### config.mk
export PLATFORM = sky130hd
export DESIGN_NAME = piso_tx_4bit
export DESIGN_NICKNAME = d
export VERILOG_FILES = /design/src/rtl/piso_tx_4bit.sv
export SDC_FILE = /design/constraint.sdc
export NUM_CORES = 1
export LEC_CHECK = 0
export CORE_AREA = 2 2 39 41
export DETAILED_ROUTE_END_ITERATION = 6
export DIE_AREA = 0 0 41 43
export DONT_BUFFER_PORTS = 1
export PLACE_DENSITY = 0.49
export SYNTH_ARGS = -nofsm -noshare
export SYNTH_HDL_FRONTEND = slang
export SYNTH_SLANG_ARGS = --single-unit
### constraint.sdc
create_clock -name clk -period 1.52 [get_ports clk]
set_clock_uncertainty 0.1 [all_clocks]
set_input_delay 0.304 -clock clk [delete_from_list [all_inputs] [get_ports clk]]
set_output_delay 0.304 -clock clk [all_outputs]
set_load 0.05 [all_outputs]
### src/rtl/piso_tx_4bit.sv
// Parallel-in, serial-out transmitter: accepts a WIDTH-bit word over a valid/ready
// load handshake and shifts it out one bit per enabled clock, with a done pulse.
module piso_tx_4bit #(
  parameter int unsigned WIDTH     = 4,
  parameter bit          MSB_FIRST = 1'b1
) (
  input  logic             clk,
  input  logic             clr_n,
  input  logic             ce,
  input  logic             load_valid,
  input  logic [WIDTH-1:0] d,
  output logic             load_ready,
  output logic             sout,
  output logic             sout_valid,
  output logic             busy,
  output logic             done
);

  localparam int unsigned          CntW    = $clog2(WIDTH);
  localparam logic [CntW-1:0]      LastCnt = CntW'(WIDTH - 1);

  typedef enum logic {StIdle, StShift} state_e;

  state_e             state_q, state_d;
  logic [WIDTH-1:0]   shreg_q, shreg_d;
  logic [CntW-1:0]    count_q, count_d;
  logic               done_q, done_d;

  always_ff @(posedge clk or negedge clr_n) begin
    if (!clr_n) begin
      state_q <= StIdle;
      shreg_q <= '0;
      count_q <= '0;
      done_q  <= 1'b0;
    end else begin
      state_q <= state_d;
      shreg_q <= shreg_d;
      count_q <= count_d;
      done_q  <= done_d;
    end
  end

  // done_d defaults low outside the ce gate so the pulse self-clears even when frozen.
  always_comb begin
    state_d = state_q;
    shreg_d = shreg_q;
    count_d = count_q;
    done_d  = 1'b0;
    if (ce) begin
      unique case (state_q)
        StIdle: begin
          if (load_valid) begin
            shreg_d = d;
            count_d = '0;
            state_d = StShift;
          end
        end
        StShift: begin
          shreg_d = MSB_FIRST ? (shreg_q << 1) : (shreg_q >> 1);
          if (count_q == LastCnt) begin
            state_d = StIdle;
            count_d = '0;
            done_d  = 1'b1;
          end else begin
            count_d = count_q + 1'b1;
          end
        end
        default: state_d = StIdle;
      endcase
    end
  end

  always_comb begin
    load_ready = 1'b0;
    busy       = 1'b0;
    sout_valid = 1'b0;
    sout       = 1'b0;
    if (state_q == StShift) begin
      busy       = 1'b1;
      sout_valid = 1'b1;
      sout       = MSB_FIRST ? shreg_q[WIDTH-1] : shreg_q[0];
    end else begin
      load_ready = 1'b1;
    end
    done = done_q;
  end

endmodule
Yosys cells after proc, flatten, opt, wreduce, memory -nomap -nowiden
Index checks and enable logic that the tools add are counted.
{"block": "word_totals", "ff_bits": 8, "output_inout_bits": 5, "word_cells": 23}
{"block": "op_classes", "n_addsub": 1, "n_eq_ne": 2, "mux": 14, "bitwise": 1, "reduce_logical": 1}
{"op": "$mux W1", "n": 8}
{"op": "$pmux W4 S2", "n": 1}
{"op": "$mux W2", "n": 2}
{"op": "$mux W4", "n": 1}
{"op": "$pmux W2 S2", "n": 1}
{"op": "$add A2 B1 Y2 const B", "n": 1}
{"op": "$eq A2 B2 Y1 const B", "n": 1}
{"op": "$ne A2 B2 Y1 const B", "n": 1}
{"op": "$pmux W1 S2", "n": 1}
{"op": "$reduce_and A2 Y1", "n": 1}
{"op": "$not A1 Y1", "n": 1}

Longest topological paths before layout
{"block": "depth", "word_depth": 4, "depth_mapped": 4, "ltp_nobuf": 3}

Worst setup path before layout
OpenSTA, ideal clock, no wires.
{"block": "synth_path", "path_type": "reg-to-output", "start": "register state_q", "end": "output sout", "t_arrival_ns": 1.214, "required_time_ns": 1.116, "path_slack_ns": -0.098, "stages_incl_launch_ff": 2, "path_buffers": 0, "cell_sequence": "dfrtp_1 and2_1"}
{"block": "synth_between", "elab_chain_cells": 1}
{"element": "start: declaration", "line_no": "24", "text": "state_e state_q, state_d;"}
{"element": "start signal: assignment", "line_no": "31", "text": "state_q <= StIdle;"}
{"element": "start signal: assignment", "line_no": "36", "text": "state_q <= state_d;"}
{"element": "$mux W1", "line_no": "78", "text": "if (state_q == StShift) begin"}
{"element": "end: declaration", "line_no": "13", "text": "output logic sout,"}
No other way between the ends.

Final worst setup path
{"block": "layout_path", "start": "register state_q", "end": "output load_ready"}
{"block": "layout_between", "elab_chain_cells": 1}
{"element": "$mux W1", "line_no": "78"}
{"element": "end: declaration", "line_no": "12", "text": "output logic load_ready,"}
No other way between the ends.

==> summary.md <==
| Metric | Value |
|---|---|
| Slew margin rel. | `0.708` |
| Buf/Inv on CP | `2` |
| Total congestion overflow | `0` |
| Worst hold path class | `in -> reg` |
| Post-DP HPWL | `562 µm` |
| Worst EP required | `1120 ps` |
| Util after Layout | `0.326` |
| Hold Crit Depth | `1` |
| MaxCap Viol Count | `0` |
| Comb pwr share | `0.465` |
| Worst path depth | `2` |
| Final worst path period share | `0.966` |
| NumNets Final | `52` |
| H-tree levels | `1` |
| Tmin final | `1470 ps` |
| Leak pwr | `0.188 nW` |
| Final WS setup | `51.6 ps` |
| FF-to-FF path depth | `2` |
| First-pass GRT wire length | `1180 µm` |
| DRT iter0 DRCs | `4` |
| CP arrival | `1060 ps` |
| Outcome | `finished, final reports clean` |
| CTS clk-pin slew, worst paths | `60 ps` |
| CTS root buffer | `clkbuf_4` |
| CTS tree | `done` |
| Fin. Hold Viols | `0` |
| Die area | `0.00176 mm²` |
| Clock network power share | `0.163` |
| Vias/cell | `5.03` |
| Seq/Total Area, Yosys | `0.530` |
| Int Power | `0.000573 W` |
| Slowest cell on the critical path | `dfrtp_2` |
| Setup crit end kind | `primary output` |
| Crit Path Max Fanout | `7` |
| CP delay by family, top | `flip-flops` |
| Yosys warning total | `0` |
| DRT Pass-1 Iters | `4` |
| Synth Instances | `35` |
| Seq pwr share | `0.372` |
| Initial antenna violation count | `0` |
| Core Region | `0.00138 mm²` |
| Placer Congestion | `0.669` |
| Drc violations | `0` |
| Pwr dens | `2370 mW/mm²` |
| CP Launch Type | `flop` |
| Max Transition Viols Final | `0` |
| ANT cells | `0` |
| Post-Syn Nets | `44` |
| Fmax | `0.681 GHz` |
| Dpl ws | `319 ps` |
| Drt wl/cell | `12.9 µm` |
| Least-Margin Pin Slew | `438 ps` |
| # resized after CTS | `0` |
| R2r setup slk | `360 ps` |
| Post-Route Setup TNS | `0 ps` |
| Library cells used by synthesis | `18` |
| Largest net degree at the start of global routing | `12` |
| CTS max path bufs | `2` |
| Synthesis-stage register bit count | `8` |
| P_sw | `0.000498 W` |
| Proportion of layout cells with a drive suffix above 1 | `0.310` |
| Vias in the first global route | `266` |
| Die Y-Extent | `43 µm` |
| Mean Syn Cell Area | `10.8 µm²` |
| Chip width | `41 µm` |
| Via Count | `292` |
| Row cnt | `14` |
| Worst reg2reg startpoint | `count_q[0]` |
| Pwr Total | `0.00107 W` |
| Initial core utilization | `0.273` |
| # clock sinks | `8` |
| Worst hold endpoint | `shreg_q[0]` |
| Mapped Area | `378 µm²` |
| Min-delay src | `ce` |
| Top Ports | `13` |
| WS Path Type | `reg -> out` |
| ANT nets after route | `0` |
| Peak supply drop | `0.000629 V` |
| Worst setup path start | `state_q` |
| Clock Latency Late Sink | `250 ps` |
| Port bufs | `0` |
| Final setup vio count | `0` |
| RSZ-0062 raised after global routing | `no` |
| Slowest stage delay, CP | `440 ps` |
| Total clock buffers created by CTS | `3` |
| WL final | `746 µm` |
| End of the worst register-to-register path | `count_q[1]` |
| Switching part of the total power | `0.465` |
| Area grow syn2layout | `19.5%` |
| Worst-path cell chain | `clkinvlp_4, buf_4` |
| Gr usage total | `0.105` |
flip-flops by register name (all words and copies together), names as in the netlist:
name and count:
shreg_q 4, count_q 2, done 1, state_q 1
cell families after synthesis:
family / count (synthesis) / synth area share
AO/OA/AOI/OAI: 15 / 0.258
adder cells (fa/ha/maj): 1 / 0.0331
buffers and inverters: 4 / 0.0695
flip-flops: 8 / 0.530
AND/OR/NAND/NOR: 7 / 0.109
worst max path at each step:
stage	end	slack, ps
after floorplan	shreg_q[0]	130
after global placement	load_ready	330
after detailed placement	load_ready	320
after CTS	load_ready	30
after global routing	load_ready	1
final	load_ready	50
routing by layer:
layer  vias to the layer above  global-route usage  routed length [µm]
li1                        146                   -                   -
met2                        12               0.138                 347
met5                         -                   0                   0
met4                         0              0.0800                   0
met3                         0              0.0576                  77
met1                       134               0.123                 321
timing repair:
action,4_1_cts,5_1_grt
hold buffers,1,0
setup endpoints to repair,0,1
hold endpoints to repair,8,0
buffers inserted,0,2
placed cells by master, fill, tap and decap left out:
cell type,count
a21oi_1,4
a32o_1,1
and2_2,1
and3_1,1
buf_4,4
clkbuf_1,1
clkbuf_4,3
clkinvlp_4,1
dfrtp_1,7
dfrtp_2,1
dlygate4sd3_1,1
ha_1,1
inv_1,1
nand2_1,1
nand2_2,2
nand3_1,1
nand3b_1,1
o21ai_0,2
o21ai_1,1
o22ai_1,5
o2bb2ai_1,1
o31ai_2,1
through the flow:
step	cell area, µm²	hold WS, ps	instances
finish	452	43.8	58
global route	452	22.8	58
global placement	400	-91.4	51
CTS	437	30.0	56
detailed placement	400	-91.4	51
floorplan	384	-91.6	35
area by class of cell:
cell class	instances	area, µm²
Inverter	2	11.3
Timing Repair Buffer	5	40.0
Tap cell	16	20.0
Clock buffer	4	26.3
Multi-Input combinational cell	23	153
Fill cell	158	932
Sequential cell	8	201
synth_stat cells:
library cell / count / area, µm²
nand3_1: 1 / 5.00
nand2_1: 1 / 3.75
nand2_2: 2 / 12.5
o2bb2ai_1: 1 / 8.76
and2_1: 1 / 6.26
dfrtp_1: 8 / 200
a21oi_1: 4 / 20.0
buf_4: 1 / 7.51
o21ai_0: 2 / 10.0
inv_1: 2 / 7.51
o22ai_1: 5 / 31.3
o31ai_2: 1 / 12.5
and3_1: 1 / 6.26
o21ai_1: 1 / 5.00
a32o_1: 1 / 10.0
nand3b_1: 1 / 7.51
buf_6: 1 / 11.3
ha_1: 1 / 12.5
power by group through the flow:
stage	sequential, W	combinational (W)	clock, W
global placement	0.000399	0.000452	0
finish	0.000398	0.000498	0.000175
floorplan	0.000436	0.000361	0
CTS	0.000399	0.000468	0.000187
global route	0.000415	0.000537	0.000196
detailed placement	0.000404	0.000462	0
No activity file was read; power rests on OpenSTA's default activity.
